--- src/rtl/cp0_reg_pkg.sv ---
// Shared CP0 definitions: register addresses, exception types, field positions.
package cp0_reg_pkg;

  localparam int unsigned REG_W  = 32;
  localparam int unsigned ADDR_W = 5;

  // CP0 register addresses (rd field of MTC0/MFC0)
  localparam logic [ADDR_W-1:0] CP0_REG_COUNT   = 5'd9;
  localparam logic [ADDR_W-1:0] CP0_REG_COMPARE = 5'd11;
  localparam logic [ADDR_W-1:0] CP0_REG_STATUS  = 5'd12;
  localparam logic [ADDR_W-1:0] CP0_REG_CAUSE   = 5'd13;
  localparam logic [ADDR_W-1:0] CP0_REG_EPC     = 5'd14;
  localparam logic [ADDR_W-1:0] CP0_REG_PRID    = 5'd15;
  localparam logic [ADDR_W-1:0] CP0_REG_CONFIG  = 5'd16;

  // Exception types delivered by the MEM stage
  localparam logic [REG_W-1:0] EXC_INT     = 32'h0000_0001;
  localparam logic [REG_W-1:0] EXC_SYSCALL = 32'h0000_0008;
  localparam logic [REG_W-1:0] EXC_RI      = 32'h0000_000a;
  localparam logic [REG_W-1:0] EXC_OV      = 32'h0000_000c;
  localparam logic [REG_W-1:0] EXC_TRAP    = 32'h0000_000d;
  localparam logic [REG_W-1:0] EXC_ERET    = 32'h0000_000e;

  // Status / Cause field positions
  localparam int unsigned STATUS_EXL  = 1;
  localparam int unsigned CAUSE_BD    = 31;
  localparam int unsigned CAUSE_IP_LO = 10;
  localparam int unsigned CAUSE_EXC_LO = 2;
  localparam int unsigned EXC_CODE_W  = 5;

  // Software-writable Cause bits: IV, WP, IP[9:8]
  localparam logic [REG_W-1:0] CAUSE_WMASK = 32'h00c0_0300;
  localparam logic [REG_W-1:0] STATUS_RST  = 32'h1000_0000;

  typedef struct packed {
    logic                  take;   // exception that records ExcCode/EPC
    logic                  eret;   // return from exception
    logic [EXC_CODE_W-1:0] code;
  } exc_info_t;

  // Classify an exception type into take/eret/ExcCode
  function automatic exc_info_t decode_exc(input logic [REG_W-1:0] t);
    exc_info_t info;
    info = '0;
    case (t)
      EXC_INT:     begin info.take = 1'b1; info.code = 5'd0;  end
      EXC_SYSCALL: begin info.take = 1'b1; info.code = 5'd8;  end
      EXC_RI:      begin info.take = 1'b1; info.code = 5'd10; end
      EXC_OV:      begin info.take = 1'b1; info.code = 5'd12; end
      EXC_TRAP:    begin info.take = 1'b1; info.code = 5'd13; end
      EXC_ERET:    info.eret = 1'b1;
      default:     info = '0;
    endcase
    return info;
  endfunction

endpackage

--- src/rtl/cp0_reg.sv ---
// Coprocessor-0 register file: Count/Compare timer, Status/Cause/EPC, ERET.
module cp0_reg
  import cp0_reg_pkg::*;
#(
  parameter logic [31:0] PRID_VAL   = 32'h004c_0102,
  parameter logic [31:0] CONFIG_VAL = 32'h0000_8000,
  parameter int unsigned INT_W      = 6
) (
  input  logic              clk,
  input  logic              rst_n,
  input  logic              we_i,
  input  logic [4:0]        waddr_i,
  input  logic [31:0]       data_i,
  input  logic [4:0]        raddr_i,
  input  logic [INT_W-1:0]  int_i,
  input  logic [31:0]       excepttype_i,
  input  logic [31:0]       current_inst_addr_i,
  input  logic              is_in_delayslot_i,
  output logic [31:0]       data_o,
  output logic [31:0]       count_o,
  output logic [31:0]       compare_o,
  output logic [31:0]       status_o,
  output logic [31:0]       cause_o,
  output logic [31:0]       epc_o,
  output logic [31:0]       config_o,
  output logic [31:0]       prid_o,
  output logic              timer_int_o
);

  logic [REG_W-1:0] count_d, compare_d, status_d, cause_d, epc_d;
  logic             timer_d;
  exc_info_t        exc;

  assign exc      = decode_exc(excepttype_i);
  assign config_o = CONFIG_VAL;
  assign prid_o   = PRID_VAL;

  // Next-state: timer/IP sampling, then MTC0 write, then exception overrides
  always_comb begin
    count_d   = count_o + 32'd1;
    compare_d = compare_o;
    status_d  = status_o;
    cause_d   = cause_o;
    epc_d     = epc_o;
    timer_d   = timer_int_o;

    if ((compare_o != '0) && (count_o == compare_o)) timer_d = 1'b1;
    cause_d[CAUSE_IP_LO +: INT_W] = int_i;

    if (we_i) begin
      case (waddr_i)
        CP0_REG_COUNT:   count_d = data_i;
        CP0_REG_COMPARE: begin
          compare_d = data_i;
          timer_d   = 1'b0;
        end
        CP0_REG_STATUS:  status_d = data_i;
        CP0_REG_CAUSE:   cause_d = (cause_d & ~CAUSE_WMASK) | (data_i & CAUSE_WMASK);
        CP0_REG_EPC:     epc_d = data_i;
        default:         ;
      endcase
    end

    if (exc.take) begin
      cause_d[CAUSE_EXC_LO +: EXC_CODE_W] = exc.code;
      // Nested exceptions keep the original EPC/BD
      if (!status_o[STATUS_EXL]) begin
        epc_d = is_in_delayslot_i ? (current_inst_addr_i - 32'd4) : current_inst_addr_i;
        cause_d[CAUSE_BD] = is_in_delayslot_i;
      end
      status_d[STATUS_EXL] = 1'b1;
    end else if (exc.eret) begin
      status_d[STATUS_EXL] = 1'b0;
    end
  end

  // State registers
  always_ff @(posedge clk or negedge rst_n) begin
    if (!rst_n) begin
      count_o     <= '0;
      compare_o   <= '0;
      status_o    <= STATUS_RST;
      cause_o     <= '0;
      epc_o       <= '0;
      timer_int_o <= 1'b0;
    end else begin
      count_o     <= count_d;
      compare_o   <= compare_d;
      status_o    <= status_d;
      cause_o     <= cause_d;
      epc_o       <= epc_d;
      timer_int_o <= timer_d;
    end
  end

  // MFC0 read mux from registered state; forced to zero during reset
  always_comb begin
    data_o = '0;
    if (rst_n) begin
      case (raddr_i)
        CP0_REG_COUNT:   data_o = count_o;
        CP0_REG_COMPARE: data_o = compare_o;
        CP0_REG_STATUS:  data_o = status_o;
        CP0_REG_CAUSE:   data_o = cause_o;
        CP0_REG_EPC:     data_o = epc_o;
        CP0_REG_PRID:    data_o = PRID_VAL;
        CP0_REG_CONFIG:  data_o = CONFIG_VAL;
        default:         data_o = '0;
      endcase
    end
  end

endmodule

--- config.mk ---
export PLATFORM = sky130hd
export DESIGN_NAME = cp0_reg
export DESIGN_NICKNAME = d
export VERILOG_FILES = /design/src/rtl/cp0_reg_pkg.sv /design/src/rtl/cp0_reg.sv
export SDC_FILE = /design/constraint.sdc
export NUM_CORES = 1
export LEC_CHECK = 0
export ABC_AREA = 1
export BUFFER_PORTS_ARGS = -buffer_cell sky130_fd_sc_hd__buf_2
export CORE_MARGIN = 2
export CORE_UTILIZATION = 40
export CTS_CLUSTER_SIZE = 40
export DETAILED_ROUTE_END_ITERATION = 8
export GPL_ROUTABILITY_DRIVEN = 0
export PLACE_DENSITY = 0.67
export SLEW_MARGIN = 20
export SYNTH_ARGS = -nofsm -noshare
export SYNTH_HDL_FRONTEND = slang
export SYNTH_SLANG_ARGS = --single-unit
export TNS_END_PERCENT = 30
--- constraint.sdc ---
create_clock -name clk -period 4.1 [get_ports clk]
set_clock_uncertainty 0.05 [all_clocks]
set_input_delay 0.205 -clock clk [delete_from_list [all_inputs] [get_ports clk]]
set_output_delay 0.205 -clock clk [all_outputs]
set_load 0.01 [all_outputs]
==> qor.yml, run 1 <==
critical_path:
  startpoint_type: "primary input"
  cp-end-kind: "primary output"
  arrival_ns: 2.70
  required_ns: 3.85
  cp_max_fo: 67
  reg2regPathDepth: 12
  path_class: "primary input to primary output"
timing:
  timing.fmax_ghz: 0.338
  finalHoldViolations: 0
  maxSlewViolCount: 0
  tightest_slew_ns: 1.12
  finalCritPeriodShare_pct: 72.1
  slew_headroom_pct: 24.9
  fin_tns_setup_ns: 0
  worst_slack_ns: 1.14
  min_period_ns: 2.96
  rsz0062_at_grt: "false"
  setup_violations: 0
global_route:
  grt-ovfl-total: 0
  grt_usage_pct: 29.1
  grt_pass1_wl_mm: 56.9
  grt_pass1_vias: 9555
  antenna_found_initial: 1
  grt_max_degree: 80
synth:
  synth_area_leaders: "dfrtp_1 (36%), nand2_1 (18%), o21ai_0 (6.8%), buf_4 (6.5%), inv_1 (6.5%)"
  synth-async-reset-ratio_pct: 100
  syn_area_um2: 9890
  ys_warn_count: 0
  synth-main-ff-cell: "dfrtp_1"
  synthCells: 1442
  synth_edf_count: 0
  yosysTopAreaCell: "dfrtp_1"
  ys_ff_latch: 144
  avgSynthCellArea_um2: 6.86
  ys_types: 46
  seq_area_frac_synth_pct: 36.5
  synth_top_area_share_pct: 36.2
clock_network:
  cts_sinks: 144
  h-tree-depth: 4
  cts_root_buf: "clkbuf_16"
  cts_buffers: 17
  cts_tree: "done"
  cts_buffer_depth: 2
  clkTransAtPathRegs_ns: 0.07
  clk_latency_ns: 0.43
  postCtsSetupBuffers: 0
min_path:
  min_path_cells: 3
  hp-class: "primary input to register"
die:
  die_h_um: 161
  ios: 373
  die-area_um2: 26000
  start_util_pct: 40.7
  rows: 57
  die_w_um: 161
  core_um2: 24300
placed_design:
  dpl_cell_area_um2: 11200
  dpl.hpwl_mm: 30.3
  place_ws_ns: 1.39
  io_buffers: 291
  place_inst: 2012
finish:
  drive_gt1_share_pct: 21.0
  fin_nets: 1840
  area_growth_pct: 21.4
  finalInstanceArea_um2: 12000
  final_common_cell: "nand2_1"
  layout.cells.non_filler: 2059
  final_cell_mix: "nand2_1 (463), buf_2 (290), inv_1 (170)"
  antenna_cells: 0
routing:
  avgRoutedWirePerCell_um: 18.7
  routed_via_density: 5.16
  wirelength_mm: 38.6
  firstDrtPassIters: 5
  drtAntennaViolNets: 0
  vias: 10623
  drc_errors: 0
  drtIter0Drc: 937
power_and_ir_drop:
  ir_drop_mv: 0.253
  p_per_area_nw_per_um2: 448
  leakagePower_nw: 6.34
  fin_total_pwr_mw: 5.37
run:
  max_cap_violations: 0
outcome:
  status: "finished clean"
## kinds of logic after synthesis
family / Yosys count / synth area share, %
and+or+nand+nor: 713 / 30.8
buffers and inverters: 304 / 15.5
AOI/OAI and AO/OA: 237 / 13.4
DFF: 144 / 36.5
xor gates and xnor gates: 38 / 3.37
adders and majority gates: 2 / 0.253
other: 2 / 0.0760
muxes: 2 / 0.202
## Yosys cell counts (16+ instances only)
library cell    n
nand2_1       464
inv_1         170
dfrtp_1       143
o21ai_0       134
nor2_1        127
buf_4          86
nand3_1        48
a31oi_1        29
xor2_1         25
nor3_1         24
clkbuf_1       22
a21oi_1        19
o21ai_1        16
## registers in the layout (all words and copies together) (netlist names)
register / flops
timer_int_o: 1
compare_o: 32
count_o: 32
epc_o: 32
cause_o: 15
status_o: 32
## timing repair
action | CTS | global route
resized for setup | 0 | 0
hold buffers | 15 | 0
hold endpoints to repair | 79 | 0
## per-stage QoR
step / util (%) / hold WS [ns]
2_1_floorplan: - / -0.141
3_3_place_gp: 46.1 / 0.199
3_5_place_dp: 46.1 / 0.207
4_1_cts: 49.3 / 0.000183
5_1_grt: 49.3 / 0.00282
6_report: 49.3 / 0.00911
## critical path: stages
cell	delay (ns)
dlygate4sd3_1	0.55
buf_6	0.50
inv_1	0.68
a31oi_1	0.51
buf_2	0.21
## final timing paths
kind | slack, ns | to | from
worst min register to register | 0.46 | cause_o[8] | cause_o[8]
worst min-delay path | 0.009 | count_o[31] | data_i[31]
worst max-delay path | 1.14 | data_o[15] | rst_n
worst max register to register | 2.11 | count_o[24] | count_o[1]
max in group asynchronous | 2.49 | epc_o[29] | rst_n
min in group asynchronous | 0.30 | status_o[6] | rst_n
## final cells by class
cell class / count / area, um2
timing repair buffer: 310 / 1650
multi-input combinational: 1073 / 5060
clock buffer: 24 / 492
clock inverter: 8 / 126
tap: 324 / 405
sequential: 144 / 3600
fill: 2557 / 12300
inverter: 176 / 662
## power breakdown
part / leakage [nW] / switching [mW] / internal (mW) / total (mW)
Sequential: 1.79 / 0.487 / 1.69 / 2.18
Clock: 0.293 / 0.623 / 1.02 / 1.65
Combinational: 4.26 / 0.974 / 0.571 / 1.54
## routing by layer
layer / GRT usage (%) / up-vias / wire, um
li1: - / 4973 / -
met1: 40.1 / 4938 / 16100
met2: 44.3 / 636 / 17100
met3: 7.78 / 76 / 4160
met4: 10.1 / 0 / 1250
met5: 0 / - / 0
(Power assumes the default switching activity.)
==> inputs of run 2 (changes only) <==
- ABC_AREA: 1 -> 0
- PLACE_DENSITY: 0.67 -> 0.68
- clock period: 4.1 -> 3.1 ns (I/O delays scaled with it)
==> run 2 against run 1 <==
Net effect: largest power group unchanged; synthesized cell count shrank 34%; critical path type is now register to register; count of clock-buffer cells in the layout down 3; sequential share of layout area grew 0.93 points; setup slack got worse by 0.36 ns; non-clock buffer count grew 40.
==> qor.yml, run 2 <==
routing:
  avgRoutedWirePerCell_um: 21.6  # +15%
  drtIter0Drc: 888  # -5.2%
  routed_via_density: 5.55  # +7.6%
  vias: 8681  # -18%
  firstDrtPassIters: 5  # unchanged
  drc_errors: 0  # unchanged
  drtAntennaViolNets: 0  # unchanged
  wirelength_mm: 33.8  # -12%
timing:
  finalCritPeriodShare_pct: 74.8
  hold_ws_ns: 0.0126  # +0.00353 ns
  finalHoldViolations: 0  # unchanged
  slew_headroom_pct: 35.0  # +10 points
  timing.fmax_ghz: 0.431
  rsz0062_at_grt: "false"
  worst_slack_ns: 0.780  # -0.364 ns
  tightest_slew_ns: 0.976  # -0.149 ns
  min_period_ns: 2.32
  fin_tns_setup_ns: 0  # unchanged
  maxSlewViolCount: 0  # unchanged
  setup_violations: 0  # unchanged
finish:
  fin_nets: 1383  # -25%
  fillers: 2072  # -19%
  final_cell_mix: "buf_2 (290), dfrtp_1 (143), nor2_1 (103), mux2_2 (103), conb_1 (81)"
  drive_gt1_share_pct: 36.0  # +15 points
  final_common_cell: "buf_2"
  multiInputGateArea_um2: 5030  # -0.69%
  area_growth_pct: 26.8
  ff_latch_area_um2: 3600  # unchanged
clock_network:
  clk_latency_ns: 0.42  # about the same
  cts_buffers: 17  # unchanged
  cts_buffer_depth: 2  # unchanged
  cts_root_buf: "clkbuf_16"
  h-tree-depth: 4  # unchanged
  clkTransAtPathRegs_ns: 0.06  # about the same
  cts_tree: "done"
  cts_resized: 0  # unchanged
  cts_sinks: 144  # unchanged
placed_design:
  dpl.hpwl_mm: 25.7  # -15%
  io_buffers: 291  # unchanged
  place_ws_ns: 0.828  # -0.564 ns
synth:
  seq_area_frac_synth_pct: 39.3  # +2.8 points
  synth_area_leaders: "dfrtp_1 (39%), mux2_2 (13%), xnor2_1 (6.8%), buf_4 (6.7%), nor2_1 (4.2%)"
  synthCells: 956  # -34%
  synthTopCellsByCount: "dfrtp_1 (143), mux2_2 (103), nor2_1 (103)"
  synth-async-reset-ratio_pct: 100  # unchanged
  synth-main-ff-cell: "dfrtp_1"
  synth_top_area_share_pct: 39.0  # +2.8 points
  ys_types: 56  # +22%
  yosysTopAreaCell: "dfrtp_1"
  yosysMostFrequentCell: "dfrtp_1"
  ys_ff_latch: 144  # unchanged
  ys_warn_count: 0  # unchanged
  synth_edf_count: 0  # unchanged
  syn_area_um2: 9180  # -7.1%
  avgSynthCellArea_um2: 9.60  # +40%
critical_path:
  required_ns: 3.34  # -0.51 ns
  reg2regPathDepth: 6  # -6
  cp-end-kind: "register"
  arrival_ns: 2.56  # -0.14 ns
  cp_max_fo: 10  # -85%
  r2r_slack_ns: 0.78  # -1.33 ns
  startpoint_type: "register"
  r2r_end: "count_o[28]"
  rr_startpoint: "count_o[0]"
  path_class: "register to register"
power_and_ir_drop:
  combPwrFrac_pct: 30.3  # +1.6 points
  seq_power_share_pct: 41.5  # +0.9 points
  leakagePower_nw: 5.27  # -17%
  p_per_area_nw_per_um2: 617  # +38%
  p_int_mw: 4.51  # +37%
  ir_drop_mv: 0.385  # +52%
  power_switching_mw: 2.68  # +28%
  p_sw_share_pct: 37.2  # -1.5 points
  p_clk_share_pct: 28.2  # -2.4 points
outcome:
  status: "finished clean"
run:
  max_cap_violations: 0  # unchanged
global_route:
  grt_pass1_vias: 8121  # -15%
  antenna_found_initial: 3  # +2
  grt_pass1_wl_mm: 49.9  # -12%
  grt_max_degree: 75  # -6.3%
  grt_usage_pct: 27.4  # -1.7 points
  grt-ovfl-total: 0  # unchanged
min_path:
  hp-class: "primary input to register"
  min_path_cells: 3  # unchanged
  min-delay-start: "current_inst_addr_i[19]"
  hold_end: "epc_o[19]"
die:
  die_w_um: 156  # -3.5%
  rows: 55  # -3.5%
  start_util_pct: 40.7  # about the same
  core_um2: 22600  # -7.2%
  die_h_um: 156  # -3.5%
  die-area_um2: 24200  # -7.0%
  ios: 373  # unchanged
## run 2: changes by cell type after synthesis, sizes merged, moves of 28 or more
cell	previous run	this run
nand2	470	59
inv	173	10
o21ai	150	36
mux2	0	104
xnor2	13	71
nor2	141	103
nand3	54	17
nor4	1	35
a21oi	19	48
mux2i	2	30
## run 2: worst max path at each step
stage                            start           to  slack [ns]  depth (start not counted)
2_1_floorplan               count_o[0]  count_o[24]        1.07                          7
3_3_place_gp                count_o[0]  count_o[28]        0.86                          6
3_5_place_dp                count_o[0]  count_o[28]        0.83                          6
4_1_cts                     count_o[0]  count_o[28]        0.81                          6
5_1_grt        current_inst_addr_i[12]    epc_o[22]        0.63                          7
6_report                    count_o[0]  count_o[28]        0.78                          6
## run 2: power groups by stage
stage | registers [mW] | clock network [mW] | logic, mW
5_1_grt | 3.04 | 2.14 | 2.34
4_1_cts | 2.96 | 2.05 | 2.16
3_3_place_gp | 2.97 | 0 | 2.10
3_5_place_dp | 2.99 | 0 | 2.11
2_1_floorplan | 2.90 | 0 | 1.18
6_report | 2.98 | 2.03 | 2.17
## run 2: critical path, cell delays in order (launching register included)
cell and delay (ns):
dfrtp_1 0.54, ha_1 0.26, nand4_1 0.17, or3_1 0.61, nor4_1 0.31, xnor2_1 0.17
o21ai_1 0.07
## run 2: area by class of cell
cell class              instances  share of cell area, %
multi-input cells             742                   43.2
flip-flops and latches        144                   31.0
repair buffers                350                   17.5
clock buffers                  21                   3.96
well taps                     285                   3.06
clock inverters                11                  0.978
inverters                      10                  0.322
diodes                          1                 0.0215
## run 2: kinds of logic (layout without fill, tap and decap cells)
logic type,Yosys count,after routing,share of synthesized area [%]
compound gates,147,147,9.93
xor+xnor,88,88,8.39
fa+ha+maj,2,2,0.273
buf+inv,149,392,9.70
flops,144,144,39.3
mux,134,134,16.0
other cells,2,82,0.0818
simple gates,290,290,16.3
## run 2: repair_timing
action,in CTS,in global routing
setup buffers,0,0
hold buffers,42,0
endpoints found under the hold margin,120,0
## run 2: per-stage QoR
step / util, % / area [um2] / cells / power [mW]
floorplan: - / 9480 / 1035 / 4.08
global placement: 47.2 / 10600 / 1489 / 5.07
detailed placement: 47.2 / 10600 / 1489 / 5.10
CTS: 51.6 / 11600 / 1563 / 7.18
global route: 51.6 / 11600 / 1563 / 7.52
finish: 51.6 / 11600 / 1564 / 7.19
## run 2: per-layer routing
metal / vias to the layer above / GRT usage, % / share of wire [%]
met2: 455 / 43.3 / 47
met4: 4 / 9.31 / 3.0
met3: 69 / 6.57 / 8.5
met1: 4262 / 37.1 / 42
met5: - / 0 / 0.071
li1: 3891 / - / -
